## src/rtl/morse_pkg.sv

```systemverilog
// Shared types and constants for the Morse keyer.
package morse_pkg;

    localparam int unsigned PAT_W = 8;
    localparam int unsigned LEN_W = 3;

    // Durations in Morse units
    localparam int unsigned DOT_UNITS        = 1;
    localparam int unsigned DASH_UNITS       = 3;
    localparam int unsigned CHAR_EXTRA_UNITS = 2;
    localparam int unsigned WORD_EXTRA_UNITS = 4;

    typedef enum logic [2:0] {
        ST_IDLE,
        ST_MARK,
        ST_SPACE,
        ST_CHAR_GAP,
        ST_WORD_GAP
    } state_e;

    // Encoded character: pattern bit 1 = dash, sent from bit[length-1] down to bit[0]
    typedef struct packed {
        logic [PAT_W-1:0] pattern;
        logic [LEN_W-1:0] length;
    } morse_code_t;

    function automatic morse_code_t make_code(input logic [PAT_W-1:0] pattern,
                                              input logic [LEN_W-1:0] length);
        morse_code_t c;
        c.pattern = pattern;
        c.length  = length;
        return c;
    endfunction

endpackage

```

## src/rtl/morse_encoder.sv

```systemverilog
// Combinational ASCII to Morse lookup; unsupported codes give length 0.
module morse_encoder
    import morse_pkg::*;
(
    input  logic [7:0]  char_in,
    output morse_code_t code
);

    // Table lookup for uppercase letters
    always_comb begin
        code = make_code(8'b0, 3'd0);
        case (char_in)
            8'h41: code = make_code(8'b01,   3'd2); // A .-
            8'h42: code = make_code(8'b1000, 3'd4); // B -...
            8'h43: code = make_code(8'b1010, 3'd4); // C -.-.
            8'h44: code = make_code(8'b100,  3'd3); // D -..
            8'h45: code = make_code(8'b0,    3'd1); // E .
            8'h46: code = make_code(8'b0010, 3'd4); // F ..-.
            8'h47: code = make_code(8'b110,  3'd3); // G --.
            8'h48: code = make_code(8'b0000, 3'd4); // H ....
            8'h49: code = make_code(8'b00,   3'd2); // I ..
            8'h4A: code = make_code(8'b0111, 3'd4); // J .---
            8'h4B: code = make_code(8'b101,  3'd3); // K -.-
            8'h4C: code = make_code(8'b0100, 3'd4); // L .-..
            8'h4D: code = make_code(8'b11,   3'd2); // M --
            8'h4E: code = make_code(8'b10,   3'd2); // N -.
            8'h4F: code = make_code(8'b111,  3'd3); // O ---
            8'h50: code = make_code(8'b0110, 3'd4); // P .--.
            8'h51: code = make_code(8'b1101, 3'd4); // Q --.-
            8'h52: code = make_code(8'b010,  3'd3); // R .-.
            8'h53: code = make_code(8'b000,  3'd3); // S ...
            8'h54: code = make_code(8'b1,    3'd1); // T -
            8'h55: code = make_code(8'b001,  3'd3); // U ..-
            8'h56: code = make_code(8'b0001, 3'd4); // V ...-
            8'h57: code = make_code(8'b011,  3'd3); // W .--
            8'h58: code = make_code(8'b1001, 3'd4); // X -..-
            8'h59: code = make_code(8'b1011, 3'd4); // Y -.--
            8'h5A: code = make_code(8'b1100, 3'd4); // Z --..
            default: code = make_code(8'b0, 3'd0);
        endcase
    end

endmodule

```

## src/rtl/morse_keyer.sv

```systemverilog
// Morse keyer: accepts one ASCII character at a time and keys it out with
// standard dot/dash/gap timing measured in UNIT_CYCLES clock cycles per unit.
module morse_keyer
    import morse_pkg::*;
#(
    parameter int unsigned UNIT_CYCLES = 4
) (
    input  logic       clk,
    input  logic       rst,
    input  logic       char_valid,
    input  logic [7:0] char_in,
    output logic       char_ready,
    output logic       key_out,
    output logic       busy
);

    localparam int unsigned CNT_W = $clog2(4 * UNIT_CYCLES) + 1;

    localparam logic [CNT_W-1:0] DOT_LOAD   = CNT_W'(DOT_UNITS * UNIT_CYCLES - 1);
    localparam logic [CNT_W-1:0] DASH_LOAD  = CNT_W'(DASH_UNITS * UNIT_CYCLES - 1);
    localparam logic [CNT_W-1:0] SPACE_LOAD = CNT_W'(DOT_UNITS * UNIT_CYCLES - 1);
    localparam logic [CNT_W-1:0] CHAR_LOAD  = CNT_W'(CHAR_EXTRA_UNITS * UNIT_CYCLES - 1);
    localparam logic [CNT_W-1:0] WORD_LOAD  = CNT_W'(WORD_EXTRA_UNITS * UNIT_CYCLES - 1);

    state_e           state;
    logic [CNT_W-1:0] cnt;
    logic [PAT_W-1:0] pat;
    logic [LEN_W-1:0] rem;

    morse_code_t code_c;
    logic        accept_c;
    logic        first_dash_c;
    logic        next_dash_c;

    morse_encoder u_encoder (
        .char_in (char_in),
        .code    (code_c)
    );

    // Acceptance and the element type of the first/next mark
    always_comb begin
        accept_c     = char_valid & char_ready;
        first_dash_c = code_c.pattern[code_c.length - LEN_W'(1)];
        next_dash_c  = pat[rem - LEN_W'(1)];
    end

    // Keyer state machine with registered outputs
    always_ff @(posedge clk) begin
        if (rst) begin
            state      <= ST_IDLE;
            cnt        <= '0;
            pat        <= '0;
            rem        <= '0;
            key_out    <= 1'b0;
            busy       <= 1'b0;
            char_ready <= 1'b0;
        end else if (accept_c) begin
            pat        <= code_c.pattern;
            rem        <= code_c.length;
            busy       <= 1'b1;
            char_ready <= 1'b0;
            if (code_c.length != LEN_W'(0)) begin
                state   <= ST_MARK;
                key_out <= 1'b1;
                cnt     <= first_dash_c ? DASH_LOAD : DOT_LOAD;
            end else begin
                state   <= ST_WORD_GAP;
                key_out <= 1'b0;
                cnt     <= WORD_LOAD;
            end
        end else begin
            case (state)
                ST_IDLE: begin
                    char_ready <= 1'b1;
                    busy       <= 1'b0;
                    key_out    <= 1'b0;
                end
                ST_MARK: begin
                    if (cnt != CNT_W'(0)) begin
                        cnt <= cnt - CNT_W'(1);
                    end else begin
                        state   <= ST_SPACE;
                        key_out <= 1'b0;
                        cnt     <= SPACE_LOAD;
                        rem     <= rem - LEN_W'(1);
                    end
                end
                ST_SPACE: begin
                    if (cnt != CNT_W'(0)) begin
                        cnt <= cnt - CNT_W'(1);
                    end else if (rem != LEN_W'(0)) begin
                        state   <= ST_MARK;
                        key_out <= 1'b1;
                        cnt     <= next_dash_c ? DASH_LOAD : DOT_LOAD;
                    end else begin
                        state <= ST_CHAR_GAP;
                        cnt   <= CHAR_LOAD;
                    end
                end
                ST_CHAR_GAP, ST_WORD_GAP: begin
                    // Ready rises together with the counter reaching its final cycle
                    if (cnt != CNT_W'(0)) begin
                        cnt        <= cnt - CNT_W'(1);
                        char_ready <= (cnt == CNT_W'(1));
                    end else begin
                        state      <= ST_IDLE;
                        busy       <= 1'b0;
                        char_ready <= 1'b1;
                    end
                end
                default: begin
                    state      <= ST_IDLE;
                    key_out    <= 1'b0;
                    busy       <= 1'b0;
                    char_ready <= 1'b0;
                end
            endcase
        end
    end

endmodule

```

## config.mk

```make
export PLATFORM = sky130hd
export DESIGN_NAME = morse_keyer
export DESIGN_NICKNAME = d
export VERILOG_FILES = /design/src/rtl/morse_pkg.sv /design/src/rtl/morse_encoder.sv /design/src/rtl/morse_keyer.sv
export SDC_FILE = /design/constraint.sdc
export NUM_CORES = 1
export LEC_CHECK = 0
export CAP_MARGIN = 15
export CORE_ASPECT_RATIO = 0.75
export CORE_MARGIN = 1.5
export CORE_UTILIZATION = 50
export CTS_CLUSTER_DIAMETER = 50
export DETAILED_ROUTE_END_ITERATION = 12
export PLACE_DENSITY = 0.71
export SKIP_CTS_REPAIR_TIMING = 1
export SLEW_MARGIN = 10
export SYNTH_ARGS = -nofsm -noshare
export SYNTH_HDL_FRONTEND = slang
export SYNTH_SLANG_ARGS = --single-unit
```

## constraint.sdc

```tcl
create_clock -name clk -period 3.7 [get_ports clk]
set_clock_uncertainty 0.05 [all_clocks]
set_input_delay 0.925 -clock clk [delete_from_list [all_inputs] [get_ports clk]]
set_output_delay 0.925 -clock clk [all_outputs]
set_load 0.01 [all_outputs]
```

==> results of run 1 <==
==> metrics by stage <==
stage	power (mW)	std cells	utilization, %
6_report	0.555	241	59.0
5_1_grt	0.588	241	59.0
4_1_cts	0.556	241	59.0
3_5_place_dp	0.395	237	57.1
3_3_place_gp	0.392	237	57.1
2_1_floorplan	0.355	195	-
==> layer usage <==
metal	vias to the layer above	GRT usage, %	wire [um]
li1	733	-	-
met1	683	34.4	1800
met2	37	33.0	1450
met3	2	5.29	226
met4	0	2.38	13
met5	-	0	0
==> flip-flops by register name, summed over array words and instances, names as in the netlist <==
register and count:
busy 1, char_ready 1, cnt 5, key_out 1, pat 4, rem 3, state 3
==> cell usage after synthesis, types with 4 or more instances <==
cell type / count / area [sq um]
nor2b_1: 7 / 43.8
a31oi_1: 4 / 25.0
nor2_1: 12 / 45.0
nand3_1: 5 / 25.0
a211oi_1: 8 / 60.1
dfxtp_1: 18 / 360
nand2_1: 17 / 63.8
o211ai_1: 9 / 67.6
nand2b_1: 10 / 62.6
inv_1: 11 / 41.3
clkbuf_1: 6 / 22.5
a21oi_1: 11 / 55.1
nor3_1: 5 / 25.0
buf_2: 4 / 20.0
ha_1: 13 / 163
==> cell type report <==
type	count	area, sq um	share of cell area, %
Tap cell	38	47.5	2.73
Clock buffer	4	55.1	3.16
Sequential cell	18	360	20.7
Multi-Input combinational cell	151	1070	61.5
Timing Repair Buffer	17	160	9.18
Inverter	13	48.8	2.80
==> layout by cell type, fill, tap and decap left out, drive strengths merged, types with 3 or more instances in the layout <==
cell type,synthesis,routed
clkbuf,6,4
nor3,5,5
a31oi,4,4
dfxtp,18,18
nand3,5,5
a21oi,11,11
inv,12,12
and3,3,3
nor2b,7,7
nand2b,10,10
o21ai,3,3
ha,13,13
o211ai,9,9
clkdlybuf4s50,0,13
nor2,13,13
a211oi,8,8
buf,7,4
nand2,17,17
==> worst min-delay path: stages, from the launching register on <==
cell and delay [ns]:
dfxtp_1 0.31, nand2_1 0.05, a21oi_1 0.05
==> final timing paths <==
| path | start | end | slack [ns] | cells after the start |
|---|---|---|---|---|
| max | char_in[0] | cnt[3]$_SDFFE_PP0P_ | 0.48 | 10 |
| min | pat[3]$_SDFFE_PP0P_ | pat[3]$_SDFFE_PP0P_ | 0.41 | 2 |
| max reg2reg | cnt[0]$_SDFFE_PP0P_ | cnt[2]$_SDFFE_PP0P_ | 1.51 | 7 |
| min reg2reg | pat[3]$_SDFFE_PP0P_ | pat[3]$_SDFFE_PP0P_ | 0.41 | 2 |
==> report_power, final <==
part           switching, mW  total, mW  internal [mW]  leakage (nW)
clock                 0.0672      0.162         0.0947        0.0288
sequential            0.0153      0.221          0.206         0.147
combinational         0.0953      0.172         0.0766         0.468
total                  0.178      0.555          0.377         0.643
==> logic make-up after synthesis <==
kind of cell	count (synthesis)
compound gates	53
xor+xnor	4
fa+ha+maj	14
buf+inv	26
flops	18
mux	4
simple gates	76
==> impl_metrics.yaml, run 1 <==
run_status:
  outcome: "complete, no violations"
logic_synthesis:
  async_reset_ff_share_pct: 0
  synth_edf_count: 0
  synthMuxAreaShare_pct: 4.28
  synth_top_family_by_area: "simple AND/OR/NAND/NOR gates"
  syn-num-nets: 219
  synth_cell_types: 55
  syn_avg_cell_area_sq_um: 7.95
  synth_xor_area_share_pct: 2.26
  synth_compound_area_share_pct: 24.1
  synthAdderAreaFrac_pct: 11.1
  ys_ff_latch: 18
  synthSimpleGateAreaFrac_pct: 27.4
  synth_seq_area_share_pct: 23.2
  synthCells: 195
  syn_area_sq_mm: 0.00155
  ys_warn_count: 0
  synth-main-ff-cell: "dfxtp_1"
routing:
  first_iter_violations: 81
  via_per_inst: 6.04
  wirelength_mm: 3.48
  drc: 0
  ant_nets: 0
  firstDrtPassIters: 4
  wire_per_inst_um: 14.4
  num_vias: 1455
final_layout:
  fillers: 262
  final_area_sq_mm: 0.00174
  layout.nets: 228
  antennaDiodeCount: 0
  drive_above_1_share_pct: 7.39
  syn_to_final_growth_pct: 12.5
timing:
  worst_pin_slew_ns: 0.664
  hold_ws_ns: 0.414
  drv_slew: 0
  setup_viol: 0
  post-route-min-period_ns: 3.22
  final.period_utilization_pct: 87.0
  fmax_mhz: 311
  hold_viol_final: 0
  tns_ns: 0
  worst_slack_ns: 0.481
  rsz0062_at_grt: "no"
  slew_headroom_pct: 55.6
setup_path:
  arrival_ns: 3.31
  worst-path-max-fanout: 7
  critPathKind: "in -> reg"
  crit_family: "buffers and inverters"
  required_ns: 3.79
  crit_chain: "clkdlybuf4s50_1, inv_1, ha_1, nand2b_1, o2111ai_1, o2111ai_1, ha_1, inv_1, o311ai_0, o2bb2ai_1"
  end_kind: "register"
  crit_path_start_kind: "input port"
  path_buf_inv: 3
  cp_slowest_cell: "clkdlybuf4s50_1"
  cp_slowest_stage_delay_ns: 0.60
placed_design:
  dpl.hpwl_mm: 2.70
  numPortBuffers: 13
  postPlaceCellArea_sq_mm: 0.00169
  preCtsSetupSlack_ns: 0.218
  routabilityCongestion: 0.950
clock_network:
  htreeDepth: 1
  insertion_delay_ns: 0.26
  numClockSinks: 18
  cts-root-buf: "clkbuf_8"
  clkTransAtPathRegs_ns: 0.07
  cts_tree: "done"
  cts_buffer_depth: 2
  cts_made_buffers: 3
power_and_ir_drop:
  vdd_drop_max_v: 0.000255
  p_per_area_mw_per_mm2: 318
  p_leak_nw: 0.643
floorplanning:
  die_width_um: 67.3
  ios: 14
  die_area_sq_mm: 0.00345
  coreArea_sq_mm: 0.00296
  rows: 17
  initial_core_util_pct: 52.4
  die_h_um: 51.2
worst_hold_path:
  hp-class: "reg -> reg"
global_route:
  grt_pass1_wl_mm: 5.91
  grt_overflow: 0
  antenna_found_initial: 0
  grt_use_total_pct: 22.5
  grt_pass1_vias: 1287
  grt_max_degree: 18
flow_run:
  cap_violations: 0
(Power assumes the default switching activity.)
==> run 2: changes to the inputs <==
PLACE_DENSITY = unset   (was 0.71)
PLACE_DENSITY_LB_ADDON = 0.3   (was unset)
==> run 2 against run 1 <==
Against the previous run:
- combinational power barely moved
- first-iteration DRC count shrank 14%
- sequential share of layout area is 0.16 points higher
- final cell count is 0.41% lower
- clock power fell by 16%
- routed wire length increased by 5.9%
- die area is the same
- critical path type unchanged
==> impl_metrics.yaml, run 2 (synthesis results as in run 1) <==
timing:
  final.period_utilization_pct: 90.3
  setup_viol: 0
  hold_viol_final: 0
  hold_ws_ns: 0.434
  worst_pin_slew_ns: 0.706
  drv_slew: 0
  fmax_mhz: 299
  rsz0062_at_grt: "no"
  post-route-min-period_ns: 3.34
  worst_slack_ns: 0.359
  tns_ns: 0
  slew_headroom_pct: 52.8
power_and_ir_drop:
  vdd_drop_max_v: 0.000167
  p_leak_nw: 0.636
  p_per_area_mw_per_mm2: 307
setup_path:
  cp_slowest_cell: "clkdlybuf4s50_1"
  required_ns: 3.78
  end_kind: "register"
  crit_path_start_kind: "input port"
  arrival_ns: 3.43
  worst-path-max-fanout: 7
  cp_slowest_stage_delay_ns: 0.59
  crit_chain: "clkdlybuf4s50_1, inv_1, ha_1, nor3b_1, a311o_1, nand2_1, ha_1, inv_1, o311ai_0, o2bb2ai_1"
  critPathKind: "in -> reg"
clock_network:
  cts_tree: "done"
  htreeDepth: 1
  numClockSinks: 18
  cts_made_buffers: 3
  insertion_delay_ns: 0.26
  cts-root-buf: "clkbuf_8"
  clkTransAtPathRegs_ns: 0.06
  cts_buffer_depth: 2
routing:
  firstDrtPassIters: 4
  wire_per_inst_um: 15.4
  ant_nets: 0
  wirelength_mm: 3.69
  via_per_inst: 6.27
  drc: 0
  first_iter_violations: 70
  num_vias: 1505
final_layout:
  mostFrequentLayoutCell: "dfxtp_1"
  multi_input_area_sq_mm: 0.00107
  drive_above_1_share_pct: 6.93
  largest_register: "cnt"
  final_area_sq_mm: 0.00173
  seq_area_sq_um: 360
  finalNonFillerCells: 240
  final_cell_mix: "dfxtp_1, nand2_1, ha_1, clkdlybuf4s50_1, nor2_1"
  syn_to_final_growth_pct: 11.6
  top_regs: "cnt: 5 flops, pat: 4 flops"
  layout.nets: 228
  antennaDiodeCount: 0
  fillers: 267
  largest_reg_flops: 5
global_route:
  grt_max_degree: 18
  grt_pass1_vias: 1407
  grt_pass1_wl_mm: 6.25
  antenna_found_initial: 0
  grt_use_total_pct: 24.1
  grt_overflow: 0
floorplanning:
  coreArea_sq_mm: 0.00296
  die_h_um: 51.2
  ios: 14
  rows: 17
  initial_core_util_pct: 52.4
  die_width_um: 67.3
  die_area_sq_mm: 0.00345
run_status:
  outcome: "complete, no violations"
worst_hold_path:
  hp-class: "reg -> reg"
placed_design:
  routabilityCongestion: 0.939
  dpl.hpwl_mm: 2.77
  postPlaceCellArea_sq_mm: 0.00169
  placed_cells: 237
  numPortBuffers: 13
  preCtsSetupSlack_ns: 0.164
flow_run:
  cap_violations: 0
-- run 2: changes by cell type in the layout (fill, tap and decap cells not counted) --
cell	delta
clkbuf_8	-1
-- run 2: final cells by class --
type                            count  share of cell area [%]
Multi-Input combinational cell    151                    62.0
Clock buffer                        3                    2.39
Inverter                           13                    2.82
Tap cell                           38                    2.75
Sequential cell                    18                    20.8
Timing Repair Buffer               17                    9.26
-- run 2: power breakdown --
part           internal [mW]  total [mW]  switching [mW]
clock network         0.0725       0.136          0.0635
registers              0.206       0.221          0.0154
logic                 0.0768       0.175          0.0979
total                  0.355       0.532           0.177
-- run 2: path summary, 6_finish.rpt --
check	from	endpoint	slack [ns]	cells after the start
max	char_in[0]	cnt[3]$_SDFFE_PP0P_	0.36	10
min	pat[3]$_SDFFE_PP0P_	pat[3]$_SDFFE_PP0P_	0.43	2
max reg2reg	cnt[0]$_SDFFE_PP0P_	cnt[2]$_SDFFE_PP0P_	1.56	7
min reg2reg	pat[3]$_SDFFE_PP0P_	pat[3]$_SDFFE_PP0P_	0.43	2
-- run 2: stage by stage --
stage	utilization, %	power, mW
2_1_floorplan	-	0.355
3_3_place_gp	57.1	0.390
3_5_place_dp	57.1	0.395
4_1_cts	58.5	0.532
5_1_grt	58.5	0.561
6_report	58.5	0.532
-- run 2: routing by layer --
layer / GRT usage [%] / vias up / share of wire (%)
met1: 33.8 / 715 / 48
met3: 5.73 / 4 / 8.7
met5: 0 / - / 0
met2: 37.5 / 62 / 43
li1: - / 724 / -
met4: 5.10 / 0 / 0.68
-- run 2: critical path, delay by kind of cell --
kind | cells | cell delay [ns]
buffers and inverters | 3 | 0.81
AND/OR/NAND/NOR | 2 | 0.36
AO/OA/AOI/OAI | 3 | 0.75
adder cells (fa/ha/maj) | 2 | 0.58
==> run 3: changes to the inputs <==
SETUP_SLACK_MARGIN = 0.4   (was unset)
SYNTH_HIERARCHICAL = 1   (was unset)
==> run 3 against run 2 <==
Against the previous run:
- synthesized cell count up 21%
- critical endpoint unchanged
- sequential power up 24%
- highest routed layer unchanged
- die area increased by 24%
- core utilization increased by 2.0 points
- largest power group unchanged
- via count up 18%
- global-route usage shrank 2.9 points
- final area rose by 29%
==> impl_metrics.yaml, run 3 <==
run_status:
  outcome: "complete, no violations"
routing:
  num_vias: 1780
  ant_nets: 0
  first_iter_violations: 154
  wire_per_inst_um: 14.6
  via_per_inst: 5.87
  wirelength_mm: 4.42
  drc: 0
  firstDrtPassIters: 4
final_layout:
  top_regs: "pat: 8 flops, cnt: 5 flops"
  mostFrequentLayoutCell: "nand2_1"
  largest_register: "pat"
  antennaDiodeCount: 0
  layout.nets: 277
  syn_to_final_growth_pct: 14.9
  drive_above_1_share_pct: 12.7
  final_area_sq_mm: 0.00223
  largest_reg_flops: 8
  final_cell_mix: "nand2_1, dfxtp_1, a21oi_1"
setup_path:
  crit_path_start_kind: "input port"
  required_ns: 3.83
  arrival_ns: 3.35
  crit_chain: "clkdlybuf4s50_1, buf_4, o32a_1, a21oi_2, inv_1, ha_1, mux4_1, a21oi_1, or3_1, a222oi_1"
  end_kind: "register"
  r2r_slack_ns: 1.54
  worst-path-max-fanout: 14
  critPathKind: "in -> reg"
  regToRegEndpoint: "cnt[3]$_SDFFE_PP0P_"
  reg2regPathDepth: 6
  cp_slowest_stage_delay_ns: 0.40
  r2r-start: "cnt[0]$_SDFFE_PP0P_"
  cp_slowest_cell: "clkdlybuf4s50_1"
clock_network:
  cts-root-buf: "clkbuf_8"
  cts_made_buffers: 3
  cts_buffer_depth: 2
  insertion_delay_ns: 0.27
  clkTransAtPathRegs_ns: 0.08
  htreeDepth: 1
  cts_tree: "done"
  numClockSinks: 22
global_route:
  antenna_found_initial: 0
  grt_use_total_pct: 21.2
  grt_max_degree: 20
  grt_pass1_wl_mm: 6.96
  grt_overflow: 0
  grt_pass1_vias: 1521
power_and_ir_drop:
  p_per_area_mw_per_mm2: 324
  vdd_drop_max_v: 0.000273
  power_uw: 723
  p_leak_nw: 0.874
timing:
  rsz0062_at_grt: "no"
  hold_viol_final: 0
  worst_pin_slew_ns: 0.812
  fmax_mhz: 310
  final.period_utilization_pct: 87.1
  setup_viol: 0
  slew_headroom_pct: 45.4
  drv_slew: 0
  post-route-min-period_ns: 3.22
logic_synthesis:
  syn_avg_cell_area_sq_um: 8.23
  ys_warn_count: 6
  ys_ff_latch: 22
  synthCells: 236
  synth_cell_types: 56
  yosys-top-cells-area: "dfxtp_1, ha_1, nand2_1"
  async_reset_ff_share_pct: 0
  synth_common_cells: "nand2_1, dfxtp_1, a21oi_1, ha_1, inv_1"
  synth_edf_count: 0
  synth_top_area_share_pct: 22.7
  synth.most_common_cell: "nand2_1"
  synth-main-ff-cell: "dfxtp_1"
  syn_area_sq_mm: 0.00194
  synth_seq_area_share_pct: 22.7
  synth_top_area_cell: "dfxtp_1"
flow_run:
  cap_violations: 0
worst_hold_path:
  whs_endpoint: "pat[1]$_SDFFE_PP0P_"
  hp-class: "reg -> reg"
  worstHoldStart: "pat[1]$_SDFFE_PP0P_"
  holdPathStages: 2
floorplanning:
  rows: 19
  die_area_sq_mm: 0.00427
  ios: 14
  die_h_um: 57.0
  die_width_um: 75.0
  initial_core_util_pct: 52.7
  coreArea_sq_mm: 0.00368
placed_design:
  dpl.hpwl_mm: 3.21
  numPortBuffers: 13
  postPlaceCellArea_sq_mm: 0.00212
  routabilityCongestion: 0.865
## run 3: changes by cell type after synthesis, moves of 5 or more
cell	delta
a21oi_1	+9
buf_4	+9
mux2i_1	+5
nand2_1	+11
nand2b_1	-5
o211ai_1	-8
## run 3: cell families (layout without fill, tap and decap cells)
group / count (synthesis) / count (layout) / share of synthesized area, %
buffers and inverters: 33 / 45 / 9.02
adder cells (fa/ha/maj): 14 / 14 / 9.02
multiplexers: 12 / 12 / 9.67
AO/OA/AOI/OAI: 65 / 65 / 23.1
AND/OR/NAND/NOR: 84 / 84 / 24.0
XOR/XNOR: 5 / 5 / 2.26
flip-flops: 22 / 22 / 22.7
other: 1 / 4 / 0.193
## run 3: metrics by stage
stage | setup WS [ns] | std cells | setup TNS (ns) | hold WS (ns) | util [%]
floorplan | 0.473 | 239 | 0 | 0.383 | -
global placement | 0.0245 | 298 | 0 | 0.395 | 57.6
detailed placement | -0.0731 | 298 | -0.0731 | 0.399 | 57.6
CTS | 0.209 | 302 | 0 | 0.411 | 59.6
global route | 0.375 | 303 | 0 | 0.430 | 60.5
finish | 0.476 | 303 | 0 | 0.406 | 60.5
## run 3: how the worst max path moves through the flow
stage	startpoint	end	depth (start not counted)
2_1_floorplan	char_in[1]	cnt[3]$_SDFFE_PP0P_	12
3_3_place_gp	char_in[1]	cnt[3]$_SDFFE_PP0P_	10
3_5_place_dp	char_in[0]	cnt[3]$_SDFFE_PP0P_	12
4_1_cts	char_in[0]	cnt[3]$_SDFFE_PP0P_	12
5_1_grt	char_in[4]	cnt[3]$_SDFFE_PP0P_	11
6_report	char_in[4]	cnt[3]$_SDFFE_PP0P_	10
## run 3: cell type report
| class | count | area [sq um] |
|---|---|---|
| Clock inverter | 1 | 30.0 |
| Inverter | 14 | 52.6 |
| Tap cell | 52 | 65.1 |
| Sequential cell | 22 | 440 |
| Fill cell | 321 | 1450 |
| Clock buffer | 3 | 41.3 |
| Multi-Input combinational cell | 184 | 1350 |
| Timing Repair Buffer | 27 | 249 |
## run 3: per-layer routing
metal  vias to the layer above  share of wire (%)  GRT usage, %
li1                        887                  -             -
met1                       824                 49          32.3
met2                        62                 41          29.8
met3                         7                8.3          5.30
met4                         0               0.95          4.94
met5                         -                  0             0
## run 3: power by group
| group | switching, mW | leakage, nW | internal [mW] | total (mW) |
|---|---|---|---|---|
| logic | 0.122 | 0.659 | 0.101 | 0.223 |
| clock network | 0.0830 | 0.0357 | 0.145 | 0.228 |
| registers | 0.0214 | 0.179 | 0.251 | 0.273 |
## run 3: worst max-delay path: cells and delay by family
family                   cells  cell delay [ns]
AO/OA/AOI/OAI                4             0.85
adder cells (fa/ha/maj)      1             0.30
buffers and inverters        3             0.67
multiplexers                 1             0.22
AND/OR/NAND/NOR              1             0.38
